**config.mk**
```make
export PLATFORM = sky130hd
export DESIGN_NAME = mux4_rr_sched
export DESIGN_NICKNAME = d
export VERILOG_FILES = /design/src/rtl/mux4_rr_sched.sv
export SDC_FILE = /design/constraint.sdc
export NUM_CORES = 1
export LEC_CHECK = 0
export CORE_MARGIN = 8
export CORE_UTILIZATION = 35
export DETAILED_ROUTE_END_ITERATION = 10
export PLACE_DENSITY_LB_ADDON = 0.3
export REMOVE_ABC_BUFFERS = 1
export SYNTH_ARGS = -nofsm -noshare
export SYNTH_HDL_FRONTEND = slang
export SYNTH_SLANG_ARGS = --single-unit
```
**constraint.sdc**
```tcl
create_clock -name clk -period 4.75 [get_ports clk]
set_clock_uncertainty 0.15 [all_clocks]
set_input_delay 0.95 -clock clk [delete_from_list [all_inputs] [get_ports clk]]
set_output_delay 0.95 -clock clk [all_outputs]
set_load 0.02 [all_outputs]
```
**src/rtl/mux4_rr_sched.sv**
```systemverilog
// Round-robin scheduler driving the selects of an external 8-bit 4:1 mux.
// It waits SETTLE cycles for the mux to settle, then captures f and hands it off valid/ready.
module mux4_rr_sched #(
  parameter int unsigned SETTLE = 1
) (
  input  logic       clk,
  input  logic       rst,
  input  logic [3:0] req,
  input  logic [7:0] mux_f,
  input  logic       out_ready,
  output logic       sel1,
  output logic       sel0,
  output logic [3:0] gnt,
  output logic [7:0] out_data,
  output logic       out_valid,
  output logic       busy,
  output logic [7:0] xfer_cnt
);

  typedef enum logic [1:0] {StIdle, StSettle, StHold} state_e;

  localparam logic [3:0] SettleInit = 4'(SETTLE - 1);

  state_e     state_q, state_d;
  logic [1:0] sel_q, sel_d;
  logic [3:0] gnt_q, gnt_d;
  logic [7:0] out_data_q, out_data_d;
  logic       out_valid_q, out_valid_d;
  logic       busy_q, busy_d;
  logic [1:0] ptr_q, ptr_d;
  logic [7:0] xfer_cnt_q, xfer_cnt_d;
  logic [3:0] cnt_q, cnt_d;

  logic [1:0] pick_idx;
  logic [1:0] cand;

  // Scan from the farthest candidate back to ptr so the nearest requester wins.
  always_comb begin
    pick_idx = ptr_q;
    cand     = '0;
    for (int i = 3; i >= 0; i--) begin
      cand = ptr_q + 2'(i);
      if (req[cand]) pick_idx = cand;
    end
  end

  always_comb begin
    state_d     = state_q;
    sel_d       = sel_q;
    gnt_d       = gnt_q;
    out_data_d  = out_data_q;
    out_valid_d = out_valid_q;
    ptr_d       = ptr_q;
    xfer_cnt_d  = xfer_cnt_q;
    cnt_d       = cnt_q;
    case (state_q)
      StIdle: begin
        if (req != 4'b0000) begin
          sel_d   = pick_idx;
          gnt_d   = 4'b0001 << pick_idx;
          cnt_d   = SettleInit;
          state_d = StSettle;
        end
      end
      StSettle: begin
        if (cnt_q == 4'd0) begin
          out_data_d  = mux_f;
          out_valid_d = 1'b1;
          state_d     = StHold;
        end else begin
          cnt_d = cnt_q - 4'd1;
        end
      end
      StHold: begin
        if (out_ready) begin
          out_valid_d = 1'b0;
          gnt_d       = 4'b0000;
          ptr_d       = sel_q + 2'd1;
          xfer_cnt_d  = xfer_cnt_q + 8'd1;
          state_d     = StIdle;
        end
      end
      default: state_d = StIdle;
    endcase
    busy_d = (state_d != StIdle);
  end

  always_ff @(posedge clk) begin
    if (rst) begin
      state_q     <= StIdle;
      sel_q       <= '0;
      gnt_q       <= '0;
      out_data_q  <= '0;
      out_valid_q <= 1'b0;
      busy_q      <= 1'b0;
      ptr_q       <= '0;
      xfer_cnt_q  <= '0;
      cnt_q       <= '0;
    end else begin
      state_q     <= state_d;
      sel_q       <= sel_d;
      gnt_q       <= gnt_d;
      out_data_q  <= out_data_d;
      out_valid_q <= out_valid_d;
      busy_q      <= busy_d;
      ptr_q       <= ptr_d;
      xfer_cnt_q  <= xfer_cnt_d;
      cnt_q       <= cnt_d;
    end
  end

  assign sel1      = sel_q[1];
  assign sel0      = sel_q[0];
  assign gnt       = gnt_q;
  assign out_data  = out_data_q;
  assign out_valid = out_valid_q;
  assign busy      = busy_q;
  assign xfer_cnt  = xfer_cnt_q;

endmodule

```
==> results of run 1 <==
-- worst paths after layout --
check,depth (start not counted),end,startpoint
max,5,gnt[0]$_SDFFE_PP0P_,req[3]
min,2,out_valid$_SDFFE_PP0P_,out_valid$_SDFFE_PP0P_
max reg2reg,6,out_data[1]$_SDFFE_PP0P_,cnt_q[0]$_SDFFE_PP0P_
min reg2reg,2,out_valid$_SDFFE_PP0P_,out_valid$_SDFFE_PP0P_
-- synthesized netlist by cell type (2+ instances only) --
cell type / count / share of area, %
a211oi_1: 2 / 1.1
nor2b_1: 3 / 1.4
o21ai_0: 2 / 0.75
xnor2_1: 5 / 3.3
ha_1: 2 / 1.9
clkbuf_1: 3 / 0.84
mux2i_1: 8 / 6.0
nand3b_1: 3 / 1.7
inv_1: 3 / 0.84
nor2_1: 21 / 5.9
buf_2: 2 / 0.75
a31oi_1: 2 / 0.93
nand4_1: 2 / 0.93
nor3_1: 4 / 1.5
nand3_1: 8 / 3.0
nand2b_1: 2 / 0.93
xor2_1: 6 / 3.9
nand2_1: 11 / 3.1
dfxtp_1: 32 / 48
or3_1: 3 / 1.4
a21oi_1: 10 / 3.7
-- through the flow --
step                      utilization (%)  hold WS [ps]  worst slack [ps]  std cells
after global placement               47.8           306              1940        228
after global routing                 50.3           337              2060        236
final                                50.3           314              2140        236
after floorplan                         -           345              2590        142
after CTS                            50.3           321              2160        236
after detailed placement             47.8           311              1860        228
-- layout make-up --
| class | instances | area (um2) |
|---|---|---|
| fill | 352 | 1830 |
| multi-input combinational | 107 | 669 |
| sequential | 32 | 641 |
| timing repair buffer | 38 | 380 |
| clock buffer | 6 | 82.6 |
| tap | 48 | 60.1 |
| inverter | 3 | 11.3 |
| clock inverter | 2 | 10.0 |
-- worst max-delay path: cells and delay by family --
family | cells | cell delay, ps
buf+inv | 1 | 570
simple gates | 3 | 1020
compound gates | 1 | 120
-- power by group through the flow --
stage	clock network [mW]	logic [mW]	registers, mW
2_1_floorplan	0	0.0663	0.327
3_3_place_gp	0	0.143	0.310
3_5_place_dp	0	0.147	0.310
4_1_cts	0.216	0.148	0.305
5_1_grt	0.230	0.161	0.307
6_report	0.210	0.146	0.305
-- cell usage in the layout (no fill, tap or decap), types with 2 or more instances in the layout --
master / instances
o21ai_0: 2
nor2b_1: 3
nor2_1: 21
nand2_1: 11
nand4_1: 2
ha_1: 2
mux2i_1: 8
clkinv_2: 2
xor2_1: 6
a21oi_1: 10
a31oi_1: 2
inv_1: 3
dfxtp_1: 32
nand3b_1: 3
xnor2_1: 5
nand2b_1: 2
nor3_1: 4
a211oi_1: 2
clkdlybuf4s50_1: 38
or3_1: 3
clkbuf_8: 6
nand3_1: 8
-- sequential cells by signal (all words and copies together) (netlist names) --
name and flops:
sel_q 2, busy 1, out_valid 1, xfer_cnt 8, state_q 2, out_data 8, gnt 4, cnt_q 4
ptr_q 2
-- metal layers --
layer | up-vias | share of wire, % | wire length (um)
met2 | 32 | 46 | 1470
met1 | 523 | 43 | 1360
met5 | - | 0 | 0
met3 | 4 | 9.7 | 308
li1 | 588 | - | -
met4 | 0 | 0.88 | 28
-- logic make-up (layout without fill, tap and decap cells) --
kind of cell / after synthesis / after routing / share of synthesized area [%]
xor gates and xnor gates: 11 / 11 / 7.18
adders and majority gates: 2 / 2 / 1.86
DFF: 32 / 32 / 47.7
and+or+nand+nor: 64 / 64 / 24.0
AOI/OAI and AO/OA: 22 / 22 / 10.8
buffers and inverters: 8 / 49 / 2.42
muxes: 8 / 8 / 5.96
==> results.json, run 1 <==
{
  "fin_crit_sh_pct": 55.0,
  "ys_seq_elements": 32,
  "routed_wl_um": 3170,
  "grt_pass1_wl_um": 5350,
  "p_comb_share_pct": 22.1,
  "core_mm2": 0.00369,
  "ioPinCount": 39,
  "start_util_pct": 36.4,
  "hp-class": "reg2reg",
  "setup_viol": 0,
  "via_per_inst": 4.86,
  "use_met3_pct": 6.91,
  "yosysWarnings": 0,
  "drc": 0,
  "cellPowerDensity_mw_per_mm2": 357,
  "gr-total-overflow": 0,
  "vias": 1147,
  "crit_top_cell": "or3_1",
  "numCtsBuffers": 5,
  "crit_chain": "clkdlybuf4s50_1 > nor4_1 > or3_1 > or3_1 > a21oi_2",
  "syn2layout_area_growth_pct": 38.1,
  "cts_sinks": 32,
  "syn_area_mm2": 0.00134,
  "rows": 22,
  "nets": 204,
  "power_switching_mw": 0.187,
  "grt_usage_pct": 10.8,
  "p_leak_nw": 0.705,
  "cp.required_ps": 4790,
  "rsz0062_at_grt": "no",
  "die_height_um": 77.9,
  "drtIter0Drc": 131,
  "dp_hpwl_um": 2310,
  "hold_viol": 0,
  "placed_area_mm2": 0.00176,
  "top_usage_layer": "met2",
  "pwr-share-clk_pct": 31.7,
  "die_w_um": 77.9,
  "synth_flop_cell": "dfxtp_1",
  "pwr-share-seq_pct": 46.2,
  "crit_slowest_cell": "clkdlybuf4s50_1",
  "cts_setup_buffers": 0,
  "p_int_mw": 0.474,
  "cp-end-kind": "flip-flop",
  "die_area_mm2": 0.00607,
  "tightest_slew_ps": 1150,
  "cts_tree": "done",
  "gp_congestion": 0.770,
  "grt_max_degree": 33,
  "grt_pass1_vias": 1237,
  "peakVddDrop_v": 0.000179,
  "sw_frac_of_total_pct": 28.3,
  "status": "complete, no violations",
  "async_reset_ff_share_pct": 0,
  "portBuffers": 38,
  "max_stage_delay_ps": 570,
  "critPathMaxFanout": 11,
  "wire_per_inst_um": 13.4,
  "met1_usage_pct": 11.2,
  "crit_arrival_ps": 2660,
  "final.setup.tns_ps": 0,
  "ant_nets": 0,
  "fin_crit_ps": 2610,
  "r2r_slack_ps": 2860,
  "htreeDepth": 2,
  "synth_cell_types": 34,
  "clk_latency_ps": 280,
  "max_freq_ghz": 0.383,
  "fin_area_mm2": 0.00185,
  "slew_headroom_pct": 23.2,
  "clock_path_buffers": 2,
  "clkTransAtPathRegs_ps": 70,
  "power_mw": 0.661,
  "yosysSeqAreaShare_pct": 47.7,
  "synth_edf_count": 0,
  "start_kind": "primary input",
  "antenna_found_initial": 0,
  "crit_type": "in2reg",
  "diodes": 0,
  "syn_area_per_cell_um2": 9.13,
  "syn_inst": 147,
  "maxCapViolations": 0,
  "layout-drive-gt1-share_pct": 6.38,
  "cts_repair_resize_count": 0,
  "globalRouteMet2Util_pct": 17.7,
  "maxSlewViolCount": 0,
  "postCtsHoldBufs": 0,
  "drt_pass1_iterations": 4,
  "cts-root-buf": "clkbuf_8"
}
No activity file was read; power rests on OpenSTA's default activity.
==> run 2: changes to the inputs <==
Clock period 4.75 ns to 2.65 ns, I/O delays scaled along.
==> results.json, run 2 (synthesis gave the netlist of run 1 again) <==
{
  "status": "complete, no violations",
  "nets": 205,
  "fillCellCount": 385,
  "vias": 1179,
  "numCtsBuffers": 5,
  "via_per_inst": 4.97,
  "htreeDepth": 2,
  "dp_hpwl_um": 2370,
  "fin_crit_sh_pct": 81.4,
  "hold_viol": 0,
  "max_stage_delay_ps": 570,
  "clk_latency_ps": 280,
  "die_w_um": 77.9,
  "reg2reg_depth": 6,
  "cts-root-buf": "clkbuf_8",
  "cp_top_family": "simple AND/OR/NAND/NOR gates",
  "core_mm2": 0.00369,
  "slew_headroom_pct": 43.4,
  "gp_congestion": 0.742,
  "reg2reg_from": "cnt_q[0]$_SDFFE_PP0P_",
  "drtIter0Drc": 113,
  "gr-total-overflow": 0,
  "crit_type": "in2reg",
  "fin_crit_ps": 2160,
  "cp.required_ps": 2720,
  "maxCapViolations": 0,
  "portBuffers": 38,
  "cts_setup_buffers": 0,
  "die_height_um": 77.9,
  "cts_repair_resize_count": 0,
  "critPathMaxFanout": 11,
  "final.setup.tns_ps": 0,
  "crit_end": "gnt[0]$_SDFFE_PP0P_",
  "start_util_pct": 36.4,
  "wire_per_inst_um": 13.7,
  "ant_nets": 0,
  "drt_pass1_iterations": 4,
  "cts_sinks": 32,
  "drc": 0,
  "worstHoldStart": "out_valid$_SDFFE_PP0P_",
  "grt_pass1_vias": 1221,
  "crit_chain": "clkdlybuf4s50_1 > nor4_1 > or3_1 > or3_1 > a21oi_2",
  "rows": 22,
  "grt_pass1_wl_um": 5430,
  "max_freq_ghz": 0.464,
  "layout-drive-gt1-share_pct": 5.82,
  "cp-end-kind": "flip-flop",
  "crit_cells": 5,
  "final_cell_mix": "clkdlybuf4s50_1 (38), dfxtp_1 (32), nor2_1 (21), nand2_1 (11), a21oi_1 (10)",
  "syn2layout_area_growth_pct": 38.5,
  "power_mw": 1.19,
  "critPathLaunch": "req[3]",
  "grt_usage_pct": 11.2,
  "post-route-util_pct": 50.4,
  "crit_arrival_ps": 2220,
  "cellPowerDensity_mw_per_mm2": 638,
  "peakVddDrop_v": 0.000314,
  "die_area_mm2": 0.00607,
  "critPathBufInv": 1,
  "postCtsHoldBufs": 0,
  "layout_commonest_cell": "clkdlybuf4s50_1",
  "clock_path_buffers": 2,
  "setup_viol": 0,
  "clkTransAtPathRegs_ps": 60,
  "grt_max_degree": 33,
  "ioPinCount": 39,
  "maxSlewViolCount": 0,
  "diodes": 0,
  "crit_top_cell": "or3_1",
  "tightest_slew_ps": 843,
  "r2r_end": "out_data[1]$_SDFFE_PP0P_",
  "r2r_slack_ps": 800,
  "p_leak_nw": 0.705,
  "start_kind": "primary input",
  "rsz0062_at_grt": "no",
  "hp-class": "reg2reg",
  "crit_slowest_cell": "clkdlybuf4s50_1",
  "routed_wl_um": 3260,
  "cts_tree": "done",
  "antenna_found_initial": 0
}
[run 2: cell types whose count changed in the layout (fill, tap and decap cells not counted), sizes merged]
cell	before	now
clkinv	2	0
buf	0	1
clkbuf	6	8
[run 2: layout make-up]
cell class / count / area, um2 / area share, %
clock buffer: 8 / 90.1 / 4.85
inverter: 3 / 11.3 / 0.606
multi-input combinational: 107 / 669 / 36.0
sequential: 32 / 641 / 34.5
tap: 48 / 60.1 / 3.23
timing repair buffer: 39 / 388 / 20.9
[run 2: routing by layer]
layer	vias to the layer above	global-route usage (%)	part of all wire, %
li1	590	-	-
met1	551	10.6	41
met2	33	18.2	47
met3	5	7.37	9.9
met4	0	5.74	2.1
met5	-	0	0
[run 2: worst min path at each step]
stage,endpoint,cells after the start
finish,out_valid$_SDFFE_PP0P_,2
global route,out_valid$_SDFFE_PP0P_,2
CTS,out_valid$_SDFFE_PP0P_,2
detailed placement,out_valid$_SDFFE_PP0P_,2
global placement,out_valid$_SDFFE_PP0P_,2
floorplan,ptr_q[0]$_SDFFE_PP0P_,2
[run 2: where the power goes]
group          internal [mW]  switching (mW)  total, mW
Combinational          0.125           0.137      0.262
Sequential             0.519          0.0296      0.548
Clock                  0.211           0.164      0.375
Total                  0.855           0.331       1.19
[run 2: worst register-to-register path: stages, from the launching register on]
cell     delay [ps]
dfxtp_1         340
inv_1            70
ha_1            160
nor3b_1         300
nand2_1         370
mux2i_1         270
nor2_1           60
[run 2: stage by stage]
step                worst slack [ps]  hold WS [ps]  cells  instance area [um2]
floorplan                        912           345    142                 1320
global placement                 276           308    229                 1770
detailed placement               227           312    229                 1770
CTS                              519           322    237                 1860
global route                     356           338    237                 1860
finish                           494           319    237                 1860
==> run 3: changes to the inputs <==
Clock period 2.65 ns to 1.8 ns, I/O delays scaled along.
==> results.json, run 3 (synthesis gave the netlist of run 1 again) <==
{
  "dp_hpwl_um": 2400,
  "die_area_mm2": 0.00607,
  "critPathMaxFanout": 2,
  "crit_slowest_cell": "clkdlybuf4s50_1",
  "antenna_found_initial": 0,
  "max_stage_delay_ps": 620,
  "peakVddDrop_v": 0.000618,
  "gr-total-overflow": 0,
  "cts-root-buf": "clkbuf_8",
  "vias": 1190,
  "layout-drive-gt1-share_pct": 14.6,
  "postCtsHoldBufs": 0,
  "cellPowerDensity_mw_per_mm2": 915,
  "ioPinCount": 39,
  "crit_type": "reg2out",
  "clk_latency_ps": 270,
  "grt_pass1_wl_um": 5430,
  "tightest_slew_ps": 460,
  "fin_ws_ps": 61.9,
  "nets": 216,
  "r2r_slack_ps": 120,
  "clock_path_buffers": 2,
  "place_ws_ps": -332,
  "hold_path_end": "out_valid$_SDFFE_PP0P_",
  "rsz0062_at_grt": "yes",
  "diodes": 0,
  "r2r_end": "cnt_q[3]$_SDFFE_PP0P_",
  "grt_pass1_vias": 1270,
  "rows": 22,
  "fin_crit_sh_pct": 96.6,
  "cts_tree": "done",
  "core_mm2": 0.00369,
  "start_util_pct": 36.4,
  "wire_per_inst_um": 13.1,
  "critPathBufInv": 1,
  "holdPathStages": 2,
  "syn2layout_area_growth_pct": 48.5,
  "portBuffers": 38,
  "drc": 0,
  "gp_congestion": 0.736,
  "cts_sinks": 32,
  "routed_wl_um": 3240,
  "slew_headroom_pct": 69.2,
  "fin_crit_ps": 1740,
  "final.setup.tns_ps": 0,
  "reg2reg_depth": 7,
  "die_height_um": 77.9,
  "clkTransAtPathRegs_ps": 60,
  "reg2reg_from": "cnt_q[0]$_SDFFE_PP0P_",
  "die_w_um": 77.9,
  "maxCapViolations": 0,
  "worstHoldStart": "out_valid$_SDFFE_PP0P_",
  "layout_commonest_cell": "dfxtp_1",
  "cp.required_ps": 1290,
  "p_leak_nw": 0.862,
  "status": "complete, no violations",
  "max_freq_ghz": 0.575,
  "cp-end-kind": "primary output",
  "crit_chain": "clkdlybuf4s50_1",
  "crit_arrival_ps": 1230,
  "grt_max_degree": 33,
  "start_kind": "flip-flop",
  "ant_nets": 0,
  "grt_usage_pct": 10.9,
  "cp_top_family": "buffers and inverters",
  "final_cell_mix": "dfxtp_1 (30), clkdlybuf4s50_1 (25), nor2_1 (21), nand2_1 (11), buf_4 (11)",
  "hold_viol": 0,
  "maxSlewViolCount": 0,
  "via_per_inst": 4.82,
  "htreeDepth": 2,
  "numCtsBuffers": 5,
  "setup_viol": 0,
  "drt_pass1_iterations": 4,
  "hp-class": "reg2reg",
  "drtIter0Drc": 47
}
run 3: timing repair:
action / 4_1_cts / 5_1_grt
buffers inserted: 1 / 0
gates resized for setup: 12 / 10
pin swaps: 1 / 2
endpoints found under the setup margin: 14 / 7
run 3: worst min-delay path, cell delays in order, from the launching register on:
cell	delay (ps)
dfxtp_1	320
nand2_1	50
a21oi_1	50
run 3: metrics by stage:
stage | std cells | power, mW | hold slack, ps | util (%) | instance area (um2)
CTS | 247 | 1.83 | 325 | 53.1 | 1960
detailed placement | 239 | 1.25 | 316 | 50.3 | 1860
finish | 247 | 1.82 | 316 | 54.0 | 1990
global placement | 239 | 1.24 | 309 | 50.3 | 1860
global route | 247 | 1.92 | 358 | 54.0 | 1990
floorplan | 142 | 1.04 | 272 | - | 1320
run 3: worst max-delay path by stage:
stage                                  start                       end  cells after the start
floorplan              cnt_q[0]$_SDFFE_PP0P_  out_data[0]$_SDFFE_PP0P_                      6
global placement                      req[0]     cnt_q[1]$_SDFFE_PP0P_                      7
detailed placement                    req[3]     sel_q[1]$_SDFFE_PP0P_                      5
CTS                 xfer_cnt[6]$_SDFFE_PP0P_               xfer_cnt[6]                      1
global route           cnt_q[0]$_SDFFE_PP0P_     cnt_q[3]$_SDFFE_PP0P_                      7
finish              out_data[6]$_SDFFE_PP0P_               out_data[6]                      1
run 3: report_power, final:
| part | switching, mW | internal, mW | total (mW) |
|---|---|---|---|
| sequential | 0.0427 | 0.763 | 0.806 |
| combinational | 0.216 | 0.224 | 0.439 |
| clock | 0.240 | 0.340 | 0.580 |
run 3: per-layer routing:
metal / vias up / part of all wire (%) / routed length, um / global-route usage [%]
met5: - / 0 / 0 / 0
met4: 0 / 0.59 / 19 / 3.33
met3: 2 / 8.6 / 278 / 6.22
met2: 35 / 48 / 1540 / 18.5
met1: 545 / 43 / 1400 / 11.1
li1: 608 / - / - / -
run 3: area by class of cell:
| type | count | area [um2] |
|---|---|---|
| inverters | 3 | 11.3 |
| multi-input cells | 107 | 702 |
| well taps | 48 | 60.1 |
| clock buffers | 7 | 96.3 |
| flip-flops and latches | 32 | 646 |
| repair buffers | 50 | 478 |
| fillers | 358 | 1700 |
